$ cat config.mk
export PLATFORM = sky130hd
export DESIGN_NAME = fb_write_arbiter_flat
export DESIGN_NICKNAME = d
export VERILOG_FILES = /design/src/rtl/fb_write_arbiter_if.sv /design/src/rtl/fb_write_arbiter.sv /design/src/flat_wrapper.sv
export SDC_FILE = /design/constraint.sdc
export NUM_CORES = 1
export LEC_CHECK = 0
export CAP_MARGIN = 20
export CORE_MARGIN = 10
export CORE_UTILIZATION = 43
export DETAILED_ROUTE_END_ITERATION = 6
export PLACE_DENSITY = 0.91
export SLEW_MARGIN = 30
export SYNTH_ARGS = -nofsm -noshare
export SYNTH_HDL_FRONTEND = slang
export SYNTH_SLANG_ARGS = --single-unit
$ cat constraint.sdc
create_clock -name clk -period 3.05 [get_ports clk]
set_input_delay 0.4575 -clock clk [delete_from_list [all_inputs] [get_ports clk]]
set_output_delay 0.4575 -clock clk [all_outputs]
set_load 0.01 [all_outputs]
$ cat src/rtl/fb_write_arbiter_if.sv
// Request/grant bundle between the drawing requesters and fb_write_arbiter.
// The master side is the requester/scan side; the slave side is the arbiter.
interface fb_write_arbiter_if #(
   parameter int N_REQ  = 4,
   parameter int ADDR_W = 17,
   parameter int DATA_W = 12
);
   logic                    vblank;
   logic                    frame_start;
   logic [N_REQ-1:0]        req;
   logic [N_REQ*ADDR_W-1:0] req_addr;
   logic [N_REQ*DATA_W-1:0] req_data;
   logic [N_REQ-1:0]        req_last;
   logic [N_REQ-1:0]        gnt;
   logic [N_REQ-1:0]        ack;
   logic                    fb_we;
   logic [ADDR_W-1:0]       fb_addr;
   logic [DATA_W-1:0]       fb_data;
   logic                    busy;
   logic                    frame_overrun;
   logic [15:0]             word_count;

   modport master (
      output vblank, frame_start, req, req_addr, req_data, req_last,
      input  gnt, ack, fb_we, fb_addr, fb_data, busy, frame_overrun, word_count
   );

   modport slave (
      input  vblank, frame_start, req, req_addr, req_data, req_last,
      output gnt, ack, fb_we, fb_addr, fb_data, busy, frame_overrun, word_count
   );
endinterface

$ cat src/rtl/fb_write_arbiter.sv
// Round-robin, burst-based arbiter for the single frame-buffer write port;
// writes are only accepted while the scan is outside the visible window.
module fb_write_arbiter #(
   parameter int N_REQ     = 4,
   parameter int ADDR_W    = 17,
   parameter int DATA_W    = 12,
   parameter int MAX_BURST = 16
) (
   input  logic              clk,
   input  logic              reset_n,
   fb_write_arbiter_if.slave bus
);
   localparam int          IW = $clog2(N_REQ);
   localparam int          BW = $clog2(MAX_BURST + 1);
   localparam int unsigned NR = N_REQ;

   localparam logic [1:0] ST_IDLE  = 2'd0;
   localparam logic [1:0] ST_BURST = 2'd1;
   localparam logic [1:0] ST_GAP   = 2'd2;

   logic [1:0]        r_state;
   logic [IW-1:0]     r_ptr;
   logic [IW-1:0]     r_gidx;
   logic [N_REQ-1:0]  r_gnt;
   logic [BW-1:0]     r_beat;
   logic              r_fb_we;
   logic [ADDR_W-1:0] r_fb_addr;
   logic [DATA_W-1:0] r_fb_data;
   logic              r_overrun;
   logic              r_vblank_d;
   logic [15:0]       r_word_count;

   logic [N_REQ-1:0]  w_ack;
   logic              w_ack_any;
   logic              w_exit;
   logic              w_found;
   logic [IW-1:0]     w_cand;
   logic [IW-1:0]     w_win;
   logic [IW-1:0]     w_ptr_next;

   always_comb begin
      w_ack = '0;
      if (r_state == ST_BURST)
         w_ack = r_gnt & bus.req & {N_REQ{bus.vblank}};
   end

   assign w_ack_any = |w_ack;

   // A burst ends on its last word, on a full burst, when the owner lets go,
   // or when the visible window starts.
   assign w_exit = (w_ack_any && (bus.req_last[r_gidx] || (r_beat == BW'(MAX_BURST - 1))))
                 || !bus.req[r_gidx] || !bus.vblank;

   always_comb begin
      w_win   = r_ptr;
      w_cand  = '0;
      w_found = 1'b0;
      for (int unsigned k = 0; k < NR; k++) begin
         w_cand = IW'((32'(r_ptr) + k) % NR);
         if (!w_found && bus.req[w_cand]) begin
            w_win   = w_cand;
            w_found = 1'b1;
         end
      end
   end

   assign w_ptr_next = (r_gidx == IW'(N_REQ - 1)) ? '0 : r_gidx + 1'b1;

   always_ff @(posedge clk or negedge reset_n) begin
      if (!reset_n) begin
         r_state      <= ST_IDLE;
         r_ptr        <= '0;
         r_gidx       <= '0;
         r_gnt        <= '0;
         r_beat       <= '0;
         r_fb_we      <= 1'b0;
         r_fb_addr    <= '0;
         r_fb_data    <= '0;
         r_overrun    <= 1'b0;
         r_vblank_d   <= 1'b0;
         r_word_count <= '0;
      end else begin
         r_fb_we <= w_ack_any;
         if (w_ack_any) begin
            r_fb_addr <= bus.req_addr[r_gidx*ADDR_W +: ADDR_W];
            r_fb_data <= bus.req_data[r_gidx*DATA_W +: DATA_W];
         end

         r_vblank_d <= bus.vblank;
         r_overrun  <= r_vblank_d & ~bus.vblank & (|bus.req);

         // frame_start restarts the count but still counts a coincident word
         if (bus.frame_start)
            r_word_count <= {15'd0, w_ack_any};
         else if (w_ack_any && (r_word_count != 16'hFFFF))
            r_word_count <= r_word_count + 16'd1;

         case (r_state)
            ST_IDLE: begin
               if (bus.vblank && (|bus.req)) begin
                  r_gnt   <= N_REQ'(1) << w_win;
                  r_gidx  <= w_win;
                  r_beat  <= '0;
                  r_state <= ST_BURST;
               end
            end
            ST_BURST: begin
               if (w_ack_any)
                  r_beat <= r_beat + 1'b1;
               if (w_exit) begin
                  r_gnt   <= '0;
                  r_state <= ST_GAP;
               end
            end
            ST_GAP: begin
               r_ptr   <= w_ptr_next;
               r_state <= ST_IDLE;
            end
            default: r_state <= ST_IDLE;
         endcase
      end
   end

   assign bus.gnt           = r_gnt;
   assign bus.ack           = w_ack;
   assign bus.fb_we         = r_fb_we;
   assign bus.fb_addr       = r_fb_addr;
   assign bus.fb_data       = r_fb_data;
   assign bus.busy          = (r_state != ST_IDLE);
   assign bus.frame_overrun = r_overrun;
   assign bus.word_count    = r_word_count;
endmodule

$ cat src/flat_wrapper.sv
// flat-port wrapper written by rule: the top's interface ports become plain ports
module fb_write_arbiter_flat 
#(
   parameter int N_REQ     = 4,
   parameter int ADDR_W    = 17,
   parameter int DATA_W    = 12,
   parameter int MAX_BURST = 16
)
  (clk, reset_n, bus_vblank, bus_frame_start, bus_req, bus_req_addr, bus_req_data, bus_req_last, bus_gnt, bus_ack, bus_fb_we, bus_fb_addr, bus_fb_data, bus_busy, bus_frame_overrun, bus_word_count);
  fb_write_arbiter_if #(.N_REQ(N_REQ), .ADDR_W(ADDR_W), .DATA_W(DATA_W)) bus_i ();
  input  logic clk;
  input  logic reset_n;
  input wire logic [$bits(bus_i.vblank)-1:0] bus_vblank;
  input wire logic [$bits(bus_i.frame_start)-1:0] bus_frame_start;
  input wire logic [$bits(bus_i.req)-1:0] bus_req;
  input wire logic [$bits(bus_i.req_addr)-1:0] bus_req_addr;
  input wire logic [$bits(bus_i.req_data)-1:0] bus_req_data;
  input wire logic [$bits(bus_i.req_last)-1:0] bus_req_last;
  output wire logic [$bits(bus_i.gnt)-1:0] bus_gnt;
  output wire logic [$bits(bus_i.ack)-1:0] bus_ack;
  output wire logic [$bits(bus_i.fb_we)-1:0] bus_fb_we;
  output wire logic [$bits(bus_i.fb_addr)-1:0] bus_fb_addr;
  output wire logic [$bits(bus_i.fb_data)-1:0] bus_fb_data;
  output wire logic [$bits(bus_i.busy)-1:0] bus_busy;
  output wire logic [$bits(bus_i.frame_overrun)-1:0] bus_frame_overrun;
  output wire logic [$bits(bus_i.word_count)-1:0] bus_word_count;
  assign bus_i.vblank = bus_vblank;
  assign bus_i.frame_start = bus_frame_start;
  assign bus_i.req = bus_req;
  assign bus_i.req_addr = bus_req_addr;
  assign bus_i.req_data = bus_req_data;
  assign bus_i.req_last = bus_req_last;
  assign bus_gnt = bus_i.gnt;
  assign bus_ack = bus_i.ack;
  assign bus_fb_we = bus_i.fb_we;
  assign bus_fb_addr = bus_i.fb_addr;
  assign bus_fb_data = bus_i.fb_data;
  assign bus_busy = bus_i.busy;
  assign bus_frame_overrun = bus_i.frame_overrun;
  assign bus_word_count = bus_i.word_count;
  fb_write_arbiter #(.N_REQ(N_REQ), .ADDR_W(ADDR_W), .DATA_W(DATA_W), .MAX_BURST(MAX_BURST)) u_core (.clk(clk), .reset_n(reset_n), .bus(bus_i));
endmodule
==> metrics.md <==
| Metric | Value |
|---|---|
| Setup_tns | `0 ps` |
| Layout cells sized above 1 | `around 19%` |
| Vias per inst | `5.57` |
| Hold Path Class | `primary input to asynchronous set/reset pin` |
| CTS H-Tree Depth | `3` |
| Cells after Synth | `roughly 280` |
| CTS buffer count | `9` |
| Worst setup margin | `518 ps` |
| Max frequency | `0.395 GHz` |
| Final setup viols | `0` |
| Pre-antenna DRT Iters | `4` |
| Relative slew margins | `53.3%` |
| Routed via count | `3,192` |
| Vias in the first global route | `3,504` |
| Power consumption | `3.86 mW` |
| Nets@finish | `595` |
| Clock Sink Count | `63` |
| Tmin final | `2530 ps` |
| Fin Clk Skew | `13.8 ps` |
| Core ar. | `roughly 0.0082 mm2` |
| CP Launch Type | `primary input` |
| Ys flop type | `dfrtp_1` |
| IO Pins | `184` |
| Worst Setup End Kind | `primary output` |
| Yosys reg bits | `between 60 and 70` |
| FFs w/ async S/R, synth | `100%` |
| Maxcap violations | `0` |
| Gr usage total | `18.7%` |
| Diode count | `0` |
| Hold_ws | `105 ps` |
| Worst r2r dst | `u_core.bus.gnt[0]` |
| RSZ-0062 raised after global routing | `false` |
| EDFF count, synth | `0` |
| Die span in x | `111 um` |
| Place WS | `just over 500 ps` |
| WS Path Type | `primary input to primary output` |
| TritonCTS clock tree | `done` |
| Arrival @ worst endpoint | `2070 ps` |
| Avg Cell Area, Syn | `12.9 um2` |
| Peak VDD IR | `around 0.46 mV` |
| CTS Root Cell | `clkbuf_8` |
| Drt drc | `0` |
| Clk slew on worst S/H paths | `70 ps` |
| Hold bufs inserted after CTS | `0` |
| Clk Latency, worst-skew pair | `between 300 and 400 ps` |
| DP HPWL | `approximately 9.4 mm` |
| Power per Cell Area | `between 600 and 700 mW/mm2` |
| CTS resizes | `0` |
| Worst r2r path cells | `5` |
| CP required | `2590 ps` |
| R2r startpoint | `u_core.r_gidx[1]` |
| Initial antenna violation count | `0` |
| Yosys cell types | `49` |
| Layout Utilization | `between 60% and 70%` |
| Grt ovf | `0` |
| Clock Path Buffers | `2` |
| Slew @ Worst Pin | `700 ps` |
| R2R Setup Slk | `between 900 and 1000 ps` |
| Area Growth Syn to Fin | `59.1%` |
| First-pass GRT wire length | `18.9 mm` |
| Die H | `approximately 110 um` |
| Largest net degree at the start of global routing | `46` |
| Initial core utilization | `43.8%` |
| Leak | `2.31 nW` |
| Port Buffers | `183` |
| Row cnt | `33` |
| Final hold viol count | `0` |
| Average wire per standard cell | `20.1 um` |
| Final GP Congestion | `0.838` |
| Commonest cells after routing, fill and taps aside | `clkdlybuf4s50_1 (182), dfrtp_1 (62), mux2_2 (31)` |
| Sequential share of the synthesized area | `44.1%` |
| Tcrit/Tclk final | `83.0%` |
| Die area | `0.0124 mm2` |
| Synth Cell Area | `0.00358 mm2` |
| Syn_nets | `just over 400` |
| Routed Antenna Nets | `0` |
| Commonest non-fill, non-tap cell in the layout | `clkdlybuf4s50_1` |
| Drt first-iter violations | `around 120` |
| Post-Route WL | `11.5 mm` |
| Run status | `finished, final reports clean` |
| Yosys warns | `0` |
| Worst Path Max Fanout | `5` |
| Slew Viols, Final | `0` |
| Postcts setup bufs | `0` |
[final cells by class]
class | count | area [um2]
clock buffers | 13 | 159
clock inverters | 3 | 17.5
fillers | 597 | 2480
inverters | 5 | 18.8
multi-input cells | 195 | 1910
flip-flops and latches | 63 | 1580
well taps | 105 | 131
repair buffers | 189 | 1870
[report_power, final]
group,switching [mW],leakage [nW],internal [mW]
combinational,0.694,1.41,1.15
sequential,0.258,0.815,1.10
clock,0.315,0.0894,0.337
[per-stage QoR]
step | cells | cell area (um2)
finish | 573 | 5690
global route | 573 | 5690
CTS | 573 | 5690
detailed placement | 557 | 5520
global placement | 557 | 5510
floorplan | 278 | 3580
[how the worst max path moves through the flow]
stage | from | end | slack, ps | depth (start not counted)
final | bus_vblank | bus_ack[2] | 520 | 5
after global routing | bus_vblank | bus_ack[0] | 430 | 5
after CTS | bus_vblank | bus_ack[2] | 520 | 5
after detailed placement | bus_vblank | bus_ack[2] | 520 | 5
after global placement | bus_vblank | bus_ack[0] | 550 | 5
after floorplan | u_core.r_gidx[0] | u_core.bus.fb_addr[10] | 1280 | 4
[cell usage after synthesis (4+ instances only)]
master | count | area [um2]
xor2_1 | 8 | 70.1
o21ai_0 | 10 | 50.1
or3_1 | 6 | 37.5
nand3_1 | 4 | 20.0
ha_1 | 4 | 50.1
nor2_1 | 14 | 52.6
mux4_2 | 29 | 653
clkbuf_1 | 5 | 18.8
nor2b_1 | 5 | 31.3
and3_1 | 9 | 56.3
inv_1 | 5 | 18.8
a21oi_1 | 8 | 40.0
buf_2 | 10 | 50.1
nand2_1 | 12 | 45.0
and2_1 | 4 | 25.0
nand4_1 | 5 | 31.3
dfrtp_1 | 63 | 1580
mux2_2 | 31 | 349
mux2i_1 | 4 | 40.0
[registers in the layout, indices dropped and copies added (netlist names)]
register	cells
u_core.bus.fb_addr	17
u_core.bus.fb_data	12
u_core.bus.fb_we	1
u_core.bus.frame_overrun	1
u_core.bus.gnt	4
u_core.bus.word_count	16
u_core.r_beat	5
u_core.r_gidx	2
u_core.r_ptr	2
u_core.r_state	2
u_core.r_vblank_d	1
[cells by family after synthesis]
group                      after synthesis  synth area share [%]
AOI/OAI and AO/OA                       41                  8.43
xor gates and xnor gates                 8                  1.96
adders and majority gates                4                  1.40
buffers and inverters                   20                  2.45
DFF                                     63                  44.1
muxes                                   65                  29.9
and+or+nand+nor                         77                  11.9
[metal layers]
layer / vias up / wire length [um] / global-route usage (%)
li1: 1439 / - / -
met1: 1601 / 4340 / 20.4
met2: 143 / 6140 / 33.8
met3: 9 / 911 / 6.39
met4: 0 / 138 / 4.71
met5: - / 0 / 0
[worst max-delay path, stage by stage]
cell and delay, ps:
clkdlybuf4s50_1 520, nand3b_1 180, inv_1 180, and3_1 180
clkdlybuf4s50_1 560
Note: power is estimated with default switching activity, not from simulation.
